--- config.mk ---
export PLATFORM = sky130hd
export DESIGN_NAME = smart_viol_ctrl
export DESIGN_NICKNAME = d
export VERILOG_FILES = /design/src/rtl/smart_defs_pkg.sv /design/src/rtl/smart_viol_log.sv /design/src/rtl/smart_viol_ctrl.sv
export SDC_FILE = /design/constraint.sdc
export NUM_CORES = 1
export LEC_CHECK = 0
export CELL_PAD_IN_SITES_DETAIL_PLACEMENT = 1
export CELL_PAD_IN_SITES_GLOBAL_PLACEMENT = 2
export CORE_MARGIN = 5
export CORE_UTILIZATION = 22
export DETAILED_ROUTE_END_ITERATION = 16
export HOLD_SLACK_MARGIN = 0.05
export PLACE_DENSITY = 0.8
export SLEW_MARGIN = 15
export SYNTH_ARGS = -nofsm -noshare
export SYNTH_HDL_FRONTEND = slang
export SYNTH_SLANG_ARGS = --single-unit
--- constraint.sdc ---
create_clock -name mclk -period 1.4 [get_ports mclk]
set_input_delay 0.14 -clock mclk [delete_from_list [all_inputs] [get_ports mclk]]
set_output_delay 0.14 -clock mclk [all_outputs]
set_load 0.05 [all_outputs]
--- src/rtl/smart_defs_pkg.sv ---
// Shared SMART definitions: controller state encodings, default timing
// parameters and a helper for sizing the sequencing timer.
package smart_defs;

    typedef enum logic [1:0] {
        ST_IDLE    = 2'd0,
        ST_ASSERT  = 2'd1,
        ST_HOLDOFF = 2'd2
    } state_t;

    localparam int DEF_RST_CYCLES     = 4;
    localparam int DEF_HOLDOFF_CYCLES = 8;

    // Timer bits needed to hold the larger of the two reload values,
    // never fewer than one bit.
    function automatic int timer_width(input int rst_cycles, input int holdoff_cycles);
        int m;
        m = (rst_cycles > holdoff_cycles) ? rst_cycles : holdoff_cycles;
        if (m < 2) m = 2;
        return $clog2(m);
    endfunction

endpackage

--- src/rtl/smart_viol_log.sv ---
// Violation logger: rising-edge detect on the violation level, sticky
// first-violation capture of data address and PC, saturating event count.
// Ports:
//   mclk, reset            clock, synchronous active-high reset
//   viol_i                 violation level
//   mem_addr, ins_addr     addresses presented in the violating cycle
//   clr_status             one-cycle clear of all status
//   viol_evt               combinational rising-edge event
//   viol_flag/addr/pc/cnt  status outputs
module smart_viol_log #(
    parameter int SIZE_MEM_ADDR = 15,
    parameter int CNT_W         = 8
) (
    input  logic                     mclk,
    input  logic                     reset,
    input  logic                     viol_i,
    input  logic [SIZE_MEM_ADDR:0]   mem_addr,
    input  logic [15:0]              ins_addr,
    input  logic                     clr_status,
    output logic                     viol_evt,
    output logic                     viol_flag,
    output logic [SIZE_MEM_ADDR:0]   viol_addr,
    output logic [15:0]              viol_pc,
    output logic [CNT_W-1:0]         viol_cnt
);

    logic viol_q;

    assign viol_evt = viol_i & ~viol_q;

    always_ff @(posedge mclk) begin
        if (reset) begin
            viol_q    <= 1'b0;
            viol_flag <= 1'b0;
            viol_addr <= '0;
            viol_pc   <= '0;
            viol_cnt  <= '0;
        end else begin
            viol_q <= viol_i;
            if (viol_evt) begin
                // A coincident clear restarts the log with this event.
                if (clr_status)
                    viol_cnt <= CNT_W'(1);
                else if (viol_cnt != '1)
                    viol_cnt <= viol_cnt + CNT_W'(1);
                if (!viol_flag || clr_status) begin
                    viol_addr <= mem_addr;
                    viol_pc   <= ins_addr;
                    viol_flag <= 1'b1;
                end
            end else if (clr_status) begin
                viol_flag <= 1'b0;
                viol_addr <= '0;
                viol_pc   <= '0;
                viol_cnt  <= '0;
            end
        end
    end

endmodule

--- src/rtl/smart_viol_ctrl.sv ---
// SMART violation controller: converts each violation event into a
// fixed-length registered system-reset request followed by a hold-off
// window, and logs violations through smart_viol_log.
// Ports:
//   mclk, reset            clock, synchronous active-high power-on reset
//   viol_i                 violation level from the access controller
//   mem_addr, ins_addr     addresses presented in the violating cycle
//   disable_debug          log only, never request reset
//   clr_status             one-cycle clear of status registers
//   sys_rst_req            registered reset request
//   viol_flag/addr/pc/cnt  sticky status
//   busy                   high in ASSERT or HOLDOFF
//
// state   | meaning
// IDLE    | waiting for a violation event
// ASSERT  | sys_rst_req high, timer counts RST_CYCLES
// HOLDOFF | request released, new events logged only
module smart_viol_ctrl
    import smart_defs::*;
#(
    parameter int SIZE_MEM_ADDR  = 15,
    parameter int RST_CYCLES     = DEF_RST_CYCLES,
    parameter int HOLDOFF_CYCLES = DEF_HOLDOFF_CYCLES,
    parameter int CNT_W          = 8
) (
    input  logic                     mclk,
    input  logic                     reset,
    input  logic                     viol_i,
    input  logic [SIZE_MEM_ADDR:0]   mem_addr,
    input  logic [15:0]              ins_addr,
    input  logic                     disable_debug,
    input  logic                     clr_status,
    output logic                     sys_rst_req,
    output logic                     viol_flag,
    output logic [SIZE_MEM_ADDR:0]   viol_addr,
    output logic [15:0]              viol_pc,
    output logic [CNT_W-1:0]         viol_cnt,
    output logic                     busy
);

    localparam int TW = timer_width(RST_CYCLES, HOLDOFF_CYCLES);
    localparam logic [TW-1:0] RST_LOAD  = TW'(RST_CYCLES - 1);
    localparam logic [TW-1:0] HOLD_LOAD = (HOLDOFF_CYCLES > 0) ? TW'(HOLDOFF_CYCLES - 1) : '0;

    state_t        state, state_nxt;
    logic [TW-1:0] timer, timer_nxt;
    logic          viol_evt;
    logic          rst_req_nxt, busy_nxt;

    smart_viol_log #(
        .SIZE_MEM_ADDR (SIZE_MEM_ADDR),
        .CNT_W         (CNT_W)
    ) u_log (
        .mclk       (mclk),
        .reset      (reset),
        .viol_i     (viol_i),
        .mem_addr   (mem_addr),
        .ins_addr   (ins_addr),
        .clr_status (clr_status),
        .viol_evt   (viol_evt),
        .viol_flag  (viol_flag),
        .viol_addr  (viol_addr),
        .viol_pc    (viol_pc),
        .viol_cnt   (viol_cnt)
    );

    // Outputs are registered from the next state so they line up with the
    // state register and carry no decode glitches into the reset generator.
    always_ff @(posedge mclk) begin
        if (reset) begin
            state       <= ST_IDLE;
            timer       <= '0;
            sys_rst_req <= 1'b0;
            busy        <= 1'b0;
        end else begin
            state       <= state_nxt;
            timer       <= timer_nxt;
            sys_rst_req <= rst_req_nxt;
            busy        <= busy_nxt;
        end
    end

    always_comb begin
        state_nxt = state;
        timer_nxt = timer;
        case (state)
            ST_IDLE: begin
                if (viol_evt && !disable_debug) begin
                    state_nxt = ST_ASSERT;
                    timer_nxt = RST_LOAD;
                end
            end
            ST_ASSERT: begin
                if (timer == '0) begin
                    if (HOLDOFF_CYCLES > 0) begin
                        state_nxt = ST_HOLDOFF;
                        timer_nxt = HOLD_LOAD;
                    end else begin
                        state_nxt = ST_IDLE;
                    end
                end else begin
                    timer_nxt = timer - TW'(1);
                end
            end
            ST_HOLDOFF: begin
                if (timer == '0)
                    state_nxt = ST_IDLE;
                else
                    timer_nxt = timer - TW'(1);
            end
            default: begin
                state_nxt = ST_IDLE;
                timer_nxt = '0;
            end
        endcase
    end

    always_comb begin
        rst_req_nxt = (state_nxt == ST_ASSERT);
        busy_nxt    = (state_nxt != ST_IDLE);
    end

endmodule

Yosys cells after proc, flatten, opt, wreduce, memory -nomap -nowiden:

Cells that the tools add are included.

* register bits: 49
* word-level logic and storage cells: 52

* $add $sub $neg: 2
* bitwise gates (word level): 2
* equality and inequality tests: 7
* mux-type cells: 20
* reductions and logical operators: 12

Operators with widths (count)
* 16-bit 2-to-1 mux: 5
* 8-bit 2-to-1 mux: 4
* 3-bit 2-to-1 mux: 3
* 3-bit one-hot mux with 3 select lines: 1
* 8-bit by 1-bit adder with 8-bit output (second input constant): 1
* 8-bit inequality test (second input constant): 1
* 2-bit 2-to-1 mux: 3
* 2-bit one-hot mux with 3 select lines: 1
* 2-bit AND reduction: 3
* 2-bit nonzero test: 3
* 2-bit by 1-bit == test with 1-bit output (second input constant): 2
* 2-bit inequality test (second input constant): 2
* 3-bit logical NOT: 1
* 1-bit 2-to-1 mux: 3
* 3-bit by 1-bit subtractor with 3-bit output (second input constant): 1
* 2-bit == test (second input constant): 1
* 1-bit logical NOT: 2
* 2-bit logical NOT: 1
* 2-bit by 1-bit inequality test with 1-bit output (second input constant): 1
* 1-bit AND: 1
* 1-bit logical AND: 1
* 1-bit logical OR: 1
* 1-bit NOT: 1

Longest topological paths before layout:

Gate-level depths: netlist of the first run.

* word-level depth: 6
* mapped depth: 6
* depth with buffers taken out: 6

Modules after synthesis:

Synthesis of the first run repeated with hierarchy kept, for this count alone.

* cells, all modules: 248
* area, all modules: 2178.3 µm²

Modules (own cells, without submodules)
* smart_viol_log: cells each 205, area an instance 1798.0 µm², seq. area each 840.8 µm², times used 1
* smart_viol_ctrl: cells each 43, area an instance 380.4 µm², seq. area each 140.1 µm², times used 1

Worst setup path after synthesis of the first run:

Ideal clock, no wire load.

* path type: register -> register
* start: reg u_log.viol_cnt[0]
* end: reg u_log.viol_cnt[1]
* buffers on the path: 0
* setup slack: -0.292 ns
* data arrival time: 1.570 ns
* stages on the path, launching flop included: 6
* setup time: 0.122 ns
* clock period less this slack: 1.692 ns
* path through: dfxtp_1 -> ha_1 -> nand3_1 -> o21ai_0 -> mux2i_1 -> nor2_1

* word-level cells in the longest chain between the ends: 4

Ends and longest elaborated chain
* start, declared: line smart_viol_log.sv:24 `output logic [CNT_W-1:0] viol_cnt`
* start signal, assigned: line smart_viol_log.sv:45 `viol_cnt <= viol_cnt + CNT_W'(1);`
* 8-bit by 1-bit adder with 8-bit output: line smart_viol_log.sv:45
* 8-bit 2-to-1 mux: line smart_viol_log.sv:44 `else if (viol_cnt != '1)`
* 8-bit 2-to-1 mux: line smart_viol_log.sv:42 `if (clr_status)`
* 8-bit 2-to-1 mux: line smart_viol_log.sv:40 `if (viol_evt) begin`

Several ways; a longest one is shown, not always the timed one. The select of a mux whose other input is x is not followed.
A chain may end at the register's enable or synchronous reset.

Final worst setup path of the first run:

* start: reg timer[1]
* end: reg timer[0]

* word-level cells in the longest chain between the ends: 3

Ends and longest elaborated chain
* start, declared: line smart_viol_ctrl.sv:46 `logic [TW-1:0] timer, timer_nxt;`
* start signal, assigned: line smart_viol_ctrl.sv:77 `timer <= timer_nxt;`
* 3-bit logical NOT (*): line smart_viol_ctrl.sv:94, smart_viol_ctrl.sv:106
* 3-bit 2-to-1 mux / 2-bit inequality test (equally long branches)
* 3-bit one-hot mux with 3 select lines / 2-bit AND reduction (equally long branches)

Mark *: on every way between the ends. The rest lies on a longest branch, timed or not.

==> reports/results.txt, run 1 <==
sequential area share after synthesis: 50.1%
min-delay src: viol_i
Die W: 104 microns
Synth Flop Type: dfxtp_1
Clk pwr share: 27.6%
CTS tree: yes
Critical Path AT: 1550 ps
nets: 341
Area contributors post-synth: dfxtp_1, a22oi_1, nor2_1
Yosys cell types: 41
Clock Sinks: 49
PD cells: 995 nW/um^2
fin crit share: 96.9%
Slew headroom: 81.1%
critical path required time: 1590 ps
initial antenna violation count: 0
Lkg Pwr: 1.23 nW
most frequent cells in the layout: buf_4, nor2_1, dfxtp_1
Root Driver: clkbuf_8
Worst setup EP type: flop
placed cell area: 2960 sq um
Post-Syn Area: 1960 sq um
latest clock arrival within the worst-skew pair: 300 ps
metal3 WL: 311 microns
status: completed
routed length on met1: 2630 microns
combinational power share: 24.1%
design area: 3140 sq um
die area: 10900 sq um
Worst-path clk slew: 90 ps
Syn Inst Count: 209
Seq pwr share: 48.3%
flop and latch count out of synthesis: 49
critical path cell sequence: inv_2 > ha_4 > nand2b_4 > a221o_1 > o211a_1
Hold Path Cell Cnt: 2
dpl hpwl: 4310 microns
CP startpoint kind: flop
EDFF count, synth: 0
GPL Wtd Cong: 0.692
Tmin final: 1360 ps
post-synth top area share: 50.1%
Setup TNS: 0 ps
share of layout cells above drive strength 1: 32.5%
Hold Path Class: input pin to flop
DR WL met2: 3110 microns
commonest non-fill, non-tap cell in the layout: buf_4
post-synth top area cell: dfxtp_1
hold endpoint: u_log.viol_q$_SDFF_PP0_
row count: 34
Power Total: 3.12 mW
core area: 8680 sq um
CTS Buffer Depth: 2
Worst R2R Start: timer[1]$_SDFFE_PP0P_
port bufs: 79
Setup Skew: 10.2 ps
reg2reg path depth: 5
via count: 1886
pin count of the biggest net entering global routing: 33
WS Path Type: flop to flop
GR Overflow Total: 0
r2r setup slk: 40 ps
top layer reached by signal wires: met4
number of I/O pins: 80
critical path's slowest cell: a221o_1
Int Pwr: 2.15 mW
final core utilization: 36.2%
maximum clock frequency: 737 MHz
DIE HEIGHT: 104 microns
syn avg cell area: 9.36 sq um
RSZ-0062 raised after global routing: yes
vias in the first global route: 2024
Area growth, synth to finish: 60.4%
Slew @ Worst Pin: 281 ps
Max-Cap Viols: 0
DRC Markers: 0
number of vias per cell: 4.60
Buffers & Inverters on Critical Path: 1
Worst IR Drop VDD: 0.354 mV
First DRT Iteration DRCs: 60
Final Slew Violations: 0
reg2reg end: timer[0]$_SDFFE_PP0P_
maximum fanout along the worst path: 5
Initial Util: 22.5%
Fin. Hold Viols: 0
H-tree depth: 2
DRT Pass-1 Iters: 4
CP top delay family: compound AO/OA/AOI/OAI gates
Max stage delay on crit path: 400 ps
ys async rst share: 0%
n_diodes: 0
first-pass GRT wire length: 9690 microns
TritonCTS Buffers: 5
net switching fraction of the power: 31.1%
Syn Nets: 249
post-detailed-route count of antenna-violating nets: 0
global router's overall resource usage: 10.6%
Setup violations, final: 0
Net Switching: 0.973 mW
WL per Instance: 14.9 microns
Routed WL: 6090 microns
hold slack: 441 ps
Yosys Warn Count: 0
==> flip-flops by register name, indices dropped and copies added (netlist names) <==
register / flops
sys_rst_req: 1
u_log.viol_flag: 1
u_log.viol_q: 1
state: 2
busy: 1
timer: 3
u_log.viol_cnt: 8
u_log.viol_addr: 16
u_log.viol_pc: 16
==> cell usage after synthesis, drive strengths merged (2+ instances only) <==
library cell,instances
dfxtp,49
nor2,41
a22oi,32
a21oi,12
buf,8
nand2,8
clkbuf,7
inv,5
nor3,5
o21ai,5
nand3,4
ha,3
mux2i,3
nor2b,3
a211oi,2
nand2b,2
nand3b,2
==> power groups by stage <==
stage	sequential, mW	clock [mW]	combinational, mW
final	1.51	0.863	0.754
after global routing	1.52	0.963	0.807
after CTS	1.50	0.914	0.730
after detailed placement	1.54	0	0.722
after global placement	1.54	0	0.711
after floorplan	1.71	0	0.250
==> repair_timing <==
item / CTS / global route
resized for setup: 2 / 14
hold buffers: 0 / 0
endpoints found under the setup margin: 3 / 5
setup buffers: 2 / 0
pin swaps: 2 / 2
gates cloned: 0 / 1
==> worst max-delay path by stage <==
| stage | from | end | slack, ps | cells past startpoint |
|---|---|---|---|---|
| after CTS | timer[0]$_SDFFE_PP0P_ | timer[2]$_SDFFE_PP0P_ | 20 | 6 |
| after floorplan | u_log.viol_cnt[7]$_SDFFE_PP0P_ | u_log.viol_cnt[1]$_SDFFE_PP0P_ | -7 | 4 |
| final | timer[1]$_SDFFE_PP0P_ | timer[0]$_SDFFE_PP0P_ | 40 | 5 |
| after detailed placement | viol_i | u_log.viol_pc[0]$_SDFFE_PP0P_ | -270 | 5 |
| after global placement | viol_i | u_log.viol_addr[12]$_SDFFE_PP0P_ | -250 | 5 |
| after global routing | u_log.viol_cnt[0]$_SDFFE_PP0P_ | u_log.viol_cnt[5]$_SDFFE_PP0P_ | -4 | 5 |
==> layer usage <==
metal,up-vias,global-route usage [%]
met5,-,0
met3,7,3.17
met1,903,12.9
met4,0,2.50
li1,929,-
met2,47,18.2
==> stage by stage <==
stage,worst slack [ps],cells
floorplan,-6.59,209
CTS,22.4,409
detailed placement,-267,399
global placement,-252,399
finish,43.7,410
global route,-4.03,410
==> area by class of cell <==
| cell class | instances | area, sq um |
|---|---|---|
| clock buffers | 5 | 68.8 |
| flip-flops and latches | 49 | 997 |
| inverters | 5 | 18.8 |
| multi-input cells | 141 | 935 |
| repair buffers | 99 | 962 |
| clock inverters | 3 | 22.5 |
| well taps | 108 | 135 |
| fillers | 1016 | 5540 |
==> cells by family after synthesis <==
logic type	count (synthesis)	synth area share (%)
adder cells (fa/ha/maj)	3	1.92
AO/OA/AOI/OAI	62	23.0
buffers and inverters	20	6.01
multiplexers	3	1.53
AND/OR/NAND/NOR	72	17.4
flip-flops	49	50.1
No activity file was read; power rests on OpenSTA's default activity.
==> inputs of run 2 (changes only) <==
- CELL_PAD_IN_SITES_DETAIL_PLACEMENT: 1 -> 0
- PLACE_DENSITY: 0.8 -> 0.79
- SYNTH_HIERARCHICAL: unset -> 1
==> run 2 against run 1 <==
  * Sequential share of layout area is 2.1 points lower
  * Register-to-register slack barely moved
  * Critical path type unchanged
  * Critical path depth down 1
  * Largest power group unchanged
  * First-iteration DRC count up 53%
  * Wire length increased by 15%
  * Hold slack worse by 300 ps
  * Setup slack barely moved
  * Synthesized cell count rose by 19%
  * Sequential cell count stayed put
==> reports/results.txt, run 2 <==
maximum fanout along the worst path: 4
share of layout cells above drive strength 1: 28.0%
Hold Path Class: input pin to flop
Die W: 110 microns
Worst setup EP type: flop
Worst IR Drop VDD: 0.378 mV
WS Path Type: flop to flop
pin count of the biggest net entering global routing: 33
Syn Nets: 288
GPL Wtd Cong: 0.791
min-delay src: reset
reg2reg path depth: 4
GR Overflow Total: 0
n_diodes: 0
Initial Util: 22.4%
hold endpoint: state[1]$_SDFF_PP0_
ys async rst share: 0%
FILL cells: 1049
Yosys Warn Count: 6
Setup Skew: 9.33 ps
Root Driver: clkbuf_8
Hold Path Cell Cnt: 2
Area growth, synth to finish: 53.9%
Synth Flop Type: dfxtp_1
Slew @ Worst Pin: 440 ps
global router's overall resource usage: 11.7%
first-pass GRT wire length: 11000 microns
final core utilization: 34.5%
CP startpoint kind: flop
Setup TNS: 0 ps
number of I/O pins: 80
row count: 36
Worst R2R Start: u_log/viol_cnt[0]$_SDFFE_PP0P_
Yosys cell types: 41
vias in the first global route: 2172
register area: 996 sq um
most frequent cells in the layout: buf_4, a21oi_1, dfxtp_1
Tmin final: 1360 ps
core area: 9730 sq um
flop and latch count out of synthesis: 49
Area contributors post-synth: dfxtp_1, o211ai_1, a21oi_1
post-synth top area share: 45.0%
post-detailed-route count of antenna-violating nets: 0
RSZ-0062 raised after global routing: no
fin crit share: 96.9%
latest clock arrival within the worst-skew pair: 300 ps
dpl hpwl: 4880 microns
PnR worst setup slack: 43.7 ps
Syn Inst Count: 248
Fin. Hold Viols: 0
Post-synth top cells: dfxtp_1, a21oi_1, nand3_1, o211ai_1, clkbuf_1
commonest non-fill, non-tap cell in the layout: buf_4
r2r setup slk: 40 ps
multi-input combinational cell area: 1100 sq um
DRT Pass-1 Iters: 4
Worst-path clk slew: 90 ps
critical path required time: 1600 ps
die area: 12000 sq um
Clock Sinks: 49
placed cell area: 3220 sq um
reg2reg end: u_log/viol_cnt[6]$_SDFFE_PP0P_
TritonCTS Buffers: 5
status: completed
worst slack at placement: -145 ps
Routed WL: 7000 microns
Lkg Pwr: 1.26 nW
design area: 3350 sq um
sequential area share after synthesis: 45.0%
Post-Syn Area: 2180 sq um
largest registers: u_log/viol_addr: 16 flops, u_log/viol_pc: 16 flops, u_log/viol_cnt: 8 flops
Max-Cap Viols: 0
via count: 2161
First DRT Iteration DRCs: 92
CTS tree: yes
Setup violations, final: 0
DRC Markers: 0
EDFF count, synth: 0
maximum clock frequency: 737 MHz
H-tree depth: 2
WL per Instance: 15.1 microns
Critical Path AT: 1560 ps
post-synth top area cell: dfxtp_1
number of vias per cell: 4.65
DIE HEIGHT: 110 microns
cell with the most instances after synthesis: dfxtp_1
Slew headroom: 70.6%
CTS Buffer Depth: 2
hold slack: 141 ps
port bufs: 79
PD cells: 933 nW/um^2
syn avg cell area: 8.78 sq um
Final Slew Violations: 0
initial antenna violation count: 0
nets: 372
[run 2: changes by cell type after synthesis, sizes merged, moves of 4 or more]
cell,delta
a21oi,+32
a22oi,-32
clkbuf,+6
nand2,-4
nand3,+29
nor2,-38
o211ai,+31
[run 2: worst max path at each step]
stage / from / endpoint / slack [ps] / cells past startpoint
final: u_log/viol_cnt[0]$_SDFFE_PP0P_ / u_log/viol_cnt[6]$_SDFFE_PP0P_ / 40 / 4
after CTS: u_log/viol_cnt[0]$_SDFFE_PP0P_ / u_log/viol_cnt[6]$_SDFFE_PP0P_ / 5 / 4
after global placement: viol_i / timer[1]$_SDFFE_PP0P_ / -120 / 7
after global routing: viol_i / timer[1]$_SDFFE_PP0P_ / 30 / 7
after floorplan: u_log/viol_cnt[1]$_SDFFE_PP0P_ / u_log/viol_cnt[6]$_SDFFE_PP0P_ / -70 / 4
after detailed placement: viol_i / u_log/viol_cnt[6]$_SDFFE_PP0P_ / -140 / 4
[run 2: logic make-up after synthesis]
group	Yosys count	share of synthesized area [%]
AO/OA/AOI/OAI	92	26.5
AND/OR/NAND/NOR	67	18.2
flip-flops	49	45.0
buffers and inverters	32	6.26
multiplexers	4	1.84
adder cells (fa/ha/maj)	3	1.72
XOR/XNOR	1	0.402
[run 2: through the flow]
step | cells | power [mW]
2_1_floorplan | 248 | 1.97
3_5_place_dp | 457 | 2.29
6_report | 465 | 3.13
5_1_grt | 465 | 3.29
3_3_place_gp | 457 | 2.29
4_1_cts | 464 | 3.16
[run 2: cell type report]
cell class              count  area share, %
clock buffers               7           2.58
inverters                   8          0.896
multi-input cells         167           33.0
flip-flops and latches     49           29.7
well taps                 133           4.96
repair buffers            101           28.9
[run 2: where the power goes]
part / switching [mW] / internal [mW] / total (mW) / leakage, nW
clock: 0.459 / 0.393 / 0.853 / 0.0443
combinational: 0.443 / 0.318 / 0.761 / 0.810
sequential: 0.0529 / 1.46 / 1.51 / 0.405
total: 0.955 / 2.17 / 3.13 / 1.26
[run 2: timing repair]
action                                  4_1_cts  5_1_grt
endpoints found under the hold margin         0        0
pin swaps                                     0        1
buffers inserted                              0        1
endpoints found under the setup margin        1        5
hold buffers                                  0        0
gates resized for setup                       1        7
[run 2: critical path: stages (launching register included)]
cell and delay, ps:
dfxtp_4 370, ha_4 170, nand4b_4 110, or4_1 420, and3_1 190
[run 2: routing by layer]
layer	global-route usage [%]	vias to the layer above	share of wire, %
met1	15.1	1015	47
met4	3.56	0	1.0
met5	0	-	0
li1	-	1090	-
met3	2.58	4	5.0
met2	19.3	52	47
